$ cat config.mk
export PLATFORM = sky130hd
export DESIGN_NAME = seg7_scan_driver
export DESIGN_NICKNAME = d
export VERILOG_FILES = /design/src/rtl/seg7_scan_driver.sv
export SDC_FILE = /design/constraint.sdc
export NUM_CORES = 1
export LEC_CHECK = 0
export CAP_MARGIN = 10
export CORE_MARGIN = 2
export CORE_UTILIZATION = 35
export DETAILED_ROUTE_END_ITERATION = 6
export PLACE_DENSITY = 0.5
export SETUP_SLACK_MARGIN = 0.15
export SLEW_MARGIN = 20
export SYNTH_ARGS = -nofsm -noshare
export SYNTH_HDL_FRONTEND = slang
export SYNTH_SLANG_ARGS = --single-unit
$ cat constraint.sdc
create_clock -name clk -period 7.3 [get_ports clk]
set_clock_uncertainty 0.15 [all_clocks]
set_input_delay 1.095 -clock clk [delete_from_list [all_inputs] [get_ports clk]]
set_output_delay 1.095 -clock clk [all_outputs]
set_load 0.02 [all_outputs]
$ cat src/rtl/seg7_scan_driver.sv
// Time-multiplexed N-digit 7-segment scan driver.
// Digits are scanned one slot at a time with a dead-time gap at each slot start.
// New digit data is staged in a pending set and copied to the display set only on
// the frame boundary, so a frame never mixes old and new digits.
module seg7_scan_driver #(
    parameter int NUM_DIGITS     = 4,
    parameter int CLK_DIV        = 50000,
    parameter int BLANK_CYCLES   = 500,
    parameter bit SEG_ACTIVE_LOW = 1'b0,
    parameter bit DIG_ACTIVE_LOW = 1'b1
) (
    input  logic                    clk,
    input  logic                    rst_n,
    input  logic [4*NUM_DIGITS-1:0] data_in,
    input  logic [NUM_DIGITS-1:0]   dp_in,
    input  logic                    hex_en,
    input  logic                    lzb_en,
    input  logic                    load,
    output logic                    update_pending,
    output logic [6:0]              seg,
    output logic                    dp,
    output logic [NUM_DIGITS-1:0]   dig_en,
    output logic                    frame_done
);

    localparam int CNT_W = (CLK_DIV > 1) ? $clog2(CLK_DIV) : 1;
    localparam int IDX_W = (NUM_DIGITS > 1) ? $clog2(NUM_DIGITS) : 1;
    localparam logic [CNT_W-1:0] CNT_LAST = CNT_W'(CLK_DIV - 1);
    localparam logic [IDX_W-1:0] IDX_LAST = IDX_W'(NUM_DIGITS - 1);

    // One complete set of everything the display needs for a frame.
    typedef struct packed {
        logic [NUM_DIGITS-1:0][3:0] codes;
        logic [NUM_DIGITS-1:0]      dps;
        logic                       hex;
        logic                       lzb;
    } disp_set_t;

    logic [CNT_W-1:0]      cnt, cnt_nxt;
    logic [IDX_W-1:0]      idx, idx_nxt;
    disp_set_t             disp, disp_nxt, pend, in_set;
    logic                  pend_valid;
    logic                  boundary;
    logic [NUM_DIGITS-1:0] lead_zero;
    logic                  zero_run;
    logic [3:0]            code_sel;
    logic [6:0]            seg_nxt;
    logic                  dp_nxt;
    logic [NUM_DIGITS-1:0] dig_nxt;
    logic                  fd_nxt;

    // Active-high segment pattern for a 4-bit code; 10-15 only lit in hex mode.
    function automatic logic [6:0] decode7(input logic [3:0] code, input logic hex);
        logic [6:0] pat;
        case (code)
            4'h0: pat = 7'b1111110;
            4'h1: pat = 7'b0110000;
            4'h2: pat = 7'b1101101;
            4'h3: pat = 7'b1111001;
            4'h4: pat = 7'b0110011;
            4'h5: pat = 7'b1011011;
            4'h6: pat = 7'b1011111;
            4'h7: pat = 7'b1110000;
            4'h8: pat = 7'b1111111;
            4'h9: pat = 7'b1111011;
            4'hA: pat = hex ? 7'b1110111 : 7'b0000000;
            4'hB: pat = hex ? 7'b0011111 : 7'b0000000;
            4'hC: pat = hex ? 7'b1001110 : 7'b0000000;
            4'hD: pat = hex ? 7'b0111101 : 7'b0000000;
            4'hE: pat = hex ? 7'b1001111 : 7'b0000000;
            default: pat = hex ? 7'b1000111 : 7'b0000000;
        endcase
        return pat;
    endfunction

    // Next scan position, next display set, and the outputs that position implies.
    // Outputs are registered from the *next* state so they line up with cnt/idx.
    always_comb begin
        // NOTE: every signal assigned in this block gets a default first, so no
        // path can leave one unassigned and infer a latch.
        cnt_nxt   = cnt + CNT_W'(1);
        idx_nxt   = idx;
        in_set    = {data_in, dp_in, hex_en, lzb_en};
        disp_nxt  = disp;
        lead_zero = '0;
        zero_run  = 1'b1;
        seg_nxt   = 7'b0000000;
        dp_nxt    = 1'b0;
        dig_nxt   = '0;
        code_sel  = 4'h0;

        boundary = (cnt == CNT_LAST) && (idx == IDX_LAST);

        if (cnt == CNT_LAST) begin
            cnt_nxt = '0;
            idx_nxt = (idx == IDX_LAST) ? '0 : idx + IDX_W'(1);
        end

        if (boundary)
            disp_nxt = load ? in_set : (pend_valid ? pend : disp);

        // A digit is a leading zero if it and every digit above it is a bare 0.
        for (int k = NUM_DIGITS - 1; k >= 0; k--) begin
            zero_run     = zero_run & (disp_nxt.codes[k] == 4'h0) & ~disp_nxt.dps[k];
            lead_zero[k] = zero_run;
        end

        fd_nxt = (cnt_nxt == CNT_LAST) && (idx_nxt == IDX_LAST);

        if (int'(cnt_nxt) >= BLANK_CYCLES) begin
            code_sel = disp_nxt.codes[idx_nxt];
            dig_nxt  = NUM_DIGITS'(1) << idx_nxt;
            dp_nxt   = disp_nxt.dps[idx_nxt];
            if (disp_nxt.lzb && (idx_nxt != '0) && lead_zero[idx_nxt])
                seg_nxt = 7'b0000000;
            else
                seg_nxt = decode7(code_sel, disp_nxt.hex);
        end
    end

    // Scan counters, display/pending sets and registered pin outputs.
    always_ff @(posedge clk) begin
        // NOTE: non-blocking assignments throughout, so every register samples
        // the pre-edge values regardless of statement order.
        if (!rst_n) begin
            cnt            <= '0;
            idx            <= '0;
            disp           <= '0;
            pend           <= '0;
            pend_valid     <= 1'b0;
            update_pending <= 1'b0;
            frame_done     <= 1'b0;
            seg            <= {7{SEG_ACTIVE_LOW}};
            dp             <= SEG_ACTIVE_LOW;
            dig_en         <= {NUM_DIGITS{DIG_ACTIVE_LOW}};
        end else begin
            cnt  <= cnt_nxt;
            idx  <= idx_nxt;
            disp <= disp_nxt;
            if (boundary) begin
                pend_valid <= 1'b0;
            end else if (load) begin
                pend       <= in_set;
                pend_valid <= 1'b1;
            end
            update_pending <= boundary ? 1'b0 : (pend_valid | load);
            frame_done     <= fd_nxt;
            seg            <= seg_nxt ^ {7{SEG_ACTIVE_LOW}};
            dp             <= dp_nxt ^ SEG_ACTIVE_LOW;
            dig_en         <= dig_nxt ^ {NUM_DIGITS{DIG_ACTIVE_LOW}};
        end
    end

endmodule

==> out/results.tsv <==
stage	metric	value	unit
sta	rsz0062_at_grt	no	
synthesis	synth.avg_cell_area	8.42	µm²
clock_tree	cts_buffer_depth	2	
synthesis	synth.distinct_cells	63	
critical_path	regToRegSetupSlack	2760	ps
routing	ant_nets	0	
run_status	status	completed	
global_route	overflow	0	
worst_hold_path	hold_path.class	reg -> reg	
global_route	antenna_found_initial	0	
critical_path	cp-start-kind	flip-flop	
pwr	p_sw	188	µW
clock_tree	postCtsResizedCells	0	
critical_path	cp.required	7410	ps
synthesis	synth_edf_count	0	
sta	tns	0	ps
floorplan	die_y	109	µm
clock_tree	worst_skew_pair.late_latency	360	ps
global_route	grt_max_degree	36	
global_route	grt_pass1_wl	16400	µm
pwr	report.power.total	875	µW
synthesis	yosysSeqAreaShare	39.8	%
floorplan	start_util	35.7	%
synthesis	synth_commonest_cells	dfxtp_1 (77), nand2_1 (67), a21oi_1 (40)	
clock_tree	cts_num_sinks	77	
routing	drt-pass1-iter-count	4	
finish	layout-drive-gt1-share	7.61	%
finish	nNetsFinal	509	
placement	dp_hpwl	6830	µm
placement	placed_cells	610	
sta	hold_viol	0	
global_route	grt_pass1_vias	3232	
routing	via_count	3351	
routing	postRouteWirelength	9860	µm
clock_tree	cts_hold_buffers	0	
synthesis	yosysWarnings	0	
synthesis	yosys_register_bits	77	
critical_path	worstSetupPathType	reg -> reg	
sta	slew_headroom	31.6	%
synthesis	synth_ff_type	dfxtp_1	
pwr	powerDensity	194	nW/µm²
pwr	power.leakage	0.00159	µW
critical_path	crit-reg2reg-launch	cnt[0]$_SDFF_PN0_	
pwr	internal_power	687	µW
synthesis	synth_top_area_cell	dfxtp_1	
critical_path	critPathMaxFanout	19	
finish	fin_area	4510	µm²
global_route	grtUsageTotal	17.8	%
placement	numPortBuffers	38	
pwr	pwr-share-clk	44.7	%
synthesis	syn_nets	488	
floorplan	dieWidth	109	µm
routing	wire_per_inst	15.8	µm
finish	antenna_cells	0	
finish	post-route-util	41.6	%
clock_tree	htreeDepth	3	
routing	viasPerCell	5.35	
sta	fin_crit	4540	ps
clock_tree	path_clk_slew	70	ps
pwr	p_comb_share	5.4	%
sta	setup_viol	0	
synthesis	synthArstFlopShare	0	%
synthesis	syn_area	3870	µm²
floorplan	rows	38	
clock_tree	post_cts_buffers	0	
synthesis	synth_top_area_share	39.8	%
critical_path	arrival	4650	ps
finish	final-instance-count-excl-fill	626	
synthesis	netlist_instances	460	
sta	timing.final.crit_share	62.2	%
floorplan	die_area	11900	µm²
clock_tree	cts_buffers	9	
routing	drc_errors	0	
sta	drv_slew	0	
critical_path	endpoint	seg[1]$_SDFF_PP0_	
floorplan	io_pins	39	
synthesis	synth_area_leaders	dfxtp_1 (40%), nand2_1 (6.5%), a21oi_1 (5.2%)	
clock_tree	clock-root-buffer	clkbuf_8	
pwr	irDropWorstVdd	0.000128	V
placement	place_area	4270	µm²
pwr	swShare	21.5	%
critical_path	reg2reg_to	seg[1]$_SDFF_PP0_	
finish	area_delta_synth_final	16.4	%
routing	drt_iter0_drc	101	
synthesis	yosysMostFrequentCell	dfxtp_1	
critical_path	crit_start	cnt[0]$_SDFF_PN0_	
run	maxCapViolCount	0	
sta	max_freq	0.220	GHz
sta	tightest_slew	1020	ps
pwr	seq_power_share	49.9	%
critical_path	cp-end-kind	flip-flop	
critical_path	ff2ff_path_depth	10	
clock_tree	cts_tree	built	
floorplan	coreArea	10800	µm²
placement	globalplace.congestion	0.922	
## routing by layer
metal | vias to the layer above | wire length (µm) | global-route usage, % | part of all wire [%]
li1 | 1693 | - | - | -
met1 | 1583 | 4680 | 23.3 | 47
met2 | 59 | 4680 | 29.1 | 47
met3 | 16 | 338 | 3.59 | 3.4
met4 | 0 | 161 | 5.79 | 1.6
met5 | - | 0 | 0 | 0
## cell type report
| class | count | area (µm²) |
|---|---|---|
| Clock buffer | 12 | 145 |
| Multi-Input combinational cell | 345 | 2120 |
| Tap cell | 140 | 175 |
| Clock inverter | 4 | 95.1 |
| Timing Repair Buffer | 42 | 410 |
| Sequential cell | 77 | 1540 |
| Fill cell | 1129 | 6330 |
| Inverter | 6 | 22.5 |
## worst min-delay path by stage
stage                                      from  slack, ps               endpoint  depth (start not counted)
after floorplan           pend[13]$_SDFFE_PN0P_        280  pend[13]$_SDFFE_PN0P_                          2
after detailed placement  pend[14]$_SDFFE_PN0P_        300  pend[14]$_SDFFE_PN0P_                          2
after global placement    pend[20]$_SDFFE_PN0P_        290  pend[20]$_SDFFE_PN0P_                          2
after global routing      pend[14]$_SDFFE_PN0P_        330  pend[14]$_SDFFE_PN0P_                          2
after CTS                 pend[14]$_SDFFE_PN0P_        310  pend[14]$_SDFFE_PN0P_                          2
final                     pend[14]$_SDFFE_PN0P_        310  pend[14]$_SDFFE_PN0P_                          2
## power by group through the flow
stage	Sequential (µW)	Combinational (µW)	Clock (µW)
2_1_floorplan	443	25.8	0
6_report	436	47.3	391
3_3_place_gp	446	47.4	0
4_1_cts	436	48.2	404
3_5_place_dp	446	47.9	0
5_1_grt	438	52.5	420
## cells in the final DEF, fill, tap and decap left out, types with 3 or more instances in the layout
cell / count
xnor2_1: 7
a221o_1: 9
mux2i_1: 3
a21oi_1: 40
a211oi_2: 3
a32o_1: 8
nor4_1: 5
nand2b_1: 5
xor2_1: 6
a22oi_1: 5
and3_1: 4
o31ai_1: 3
clkbuf_8: 10
o21ai_0: 7
o22ai_1: 7
clkdlybuf4s50_1: 38
nand3_1: 16
nand4_1: 3
dfxtp_1: 77
a31oi_1: 5
bufinv_16: 3
nor2_1: 39
inv_1: 4
and2_1: 30
nor2b_1: 4
buf_4: 4
a32oi_1: 3
nand2_1: 67
a211oi_1: 6
nor3_1: 14
o32ai_1: 7
ha_1: 3
## kinds of logic after synthesis
kind of cell	count (synthesis)	share of synthesized area, %
AOI/OAI and AO/OA	118	21.8
DFF	77	39.8
and+or+nand+nor	206	27.4
buffers and inverters	38	5.49
adders and majority gates	3	0.969
xor gates and xnor gates	13	2.94
muxes	5	1.65
## sequential cells by signal, summed over array words and instances, names as in the netlist
register        flops
cnt                16
dig_en              4
disp               22
dp                  1
frame_done          1
idx                 2
pend               22
pend_valid          1
seg                 7
update_pending      1
## worst max-delay path: stages, from the launching register on
cell and delay (ps):
dfxtp_1 430, ha_1 320, and4b_4 290, and4_1 770, mux2i_1 720, nand2b_1 300, o22ai_1 140, a211oi_2 670
inv_1 210, and3_1 200, a311oi_1 250
## metrics by stage
step,hold slack (ps),worst slack (ps)
after floorplan,282,3900
after global placement,294,2780
after detailed placement,297,2720
after CTS,307,2770
after global routing,326,2250
final,306,2760
No activity file was read; power rests on OpenSTA's default activity.
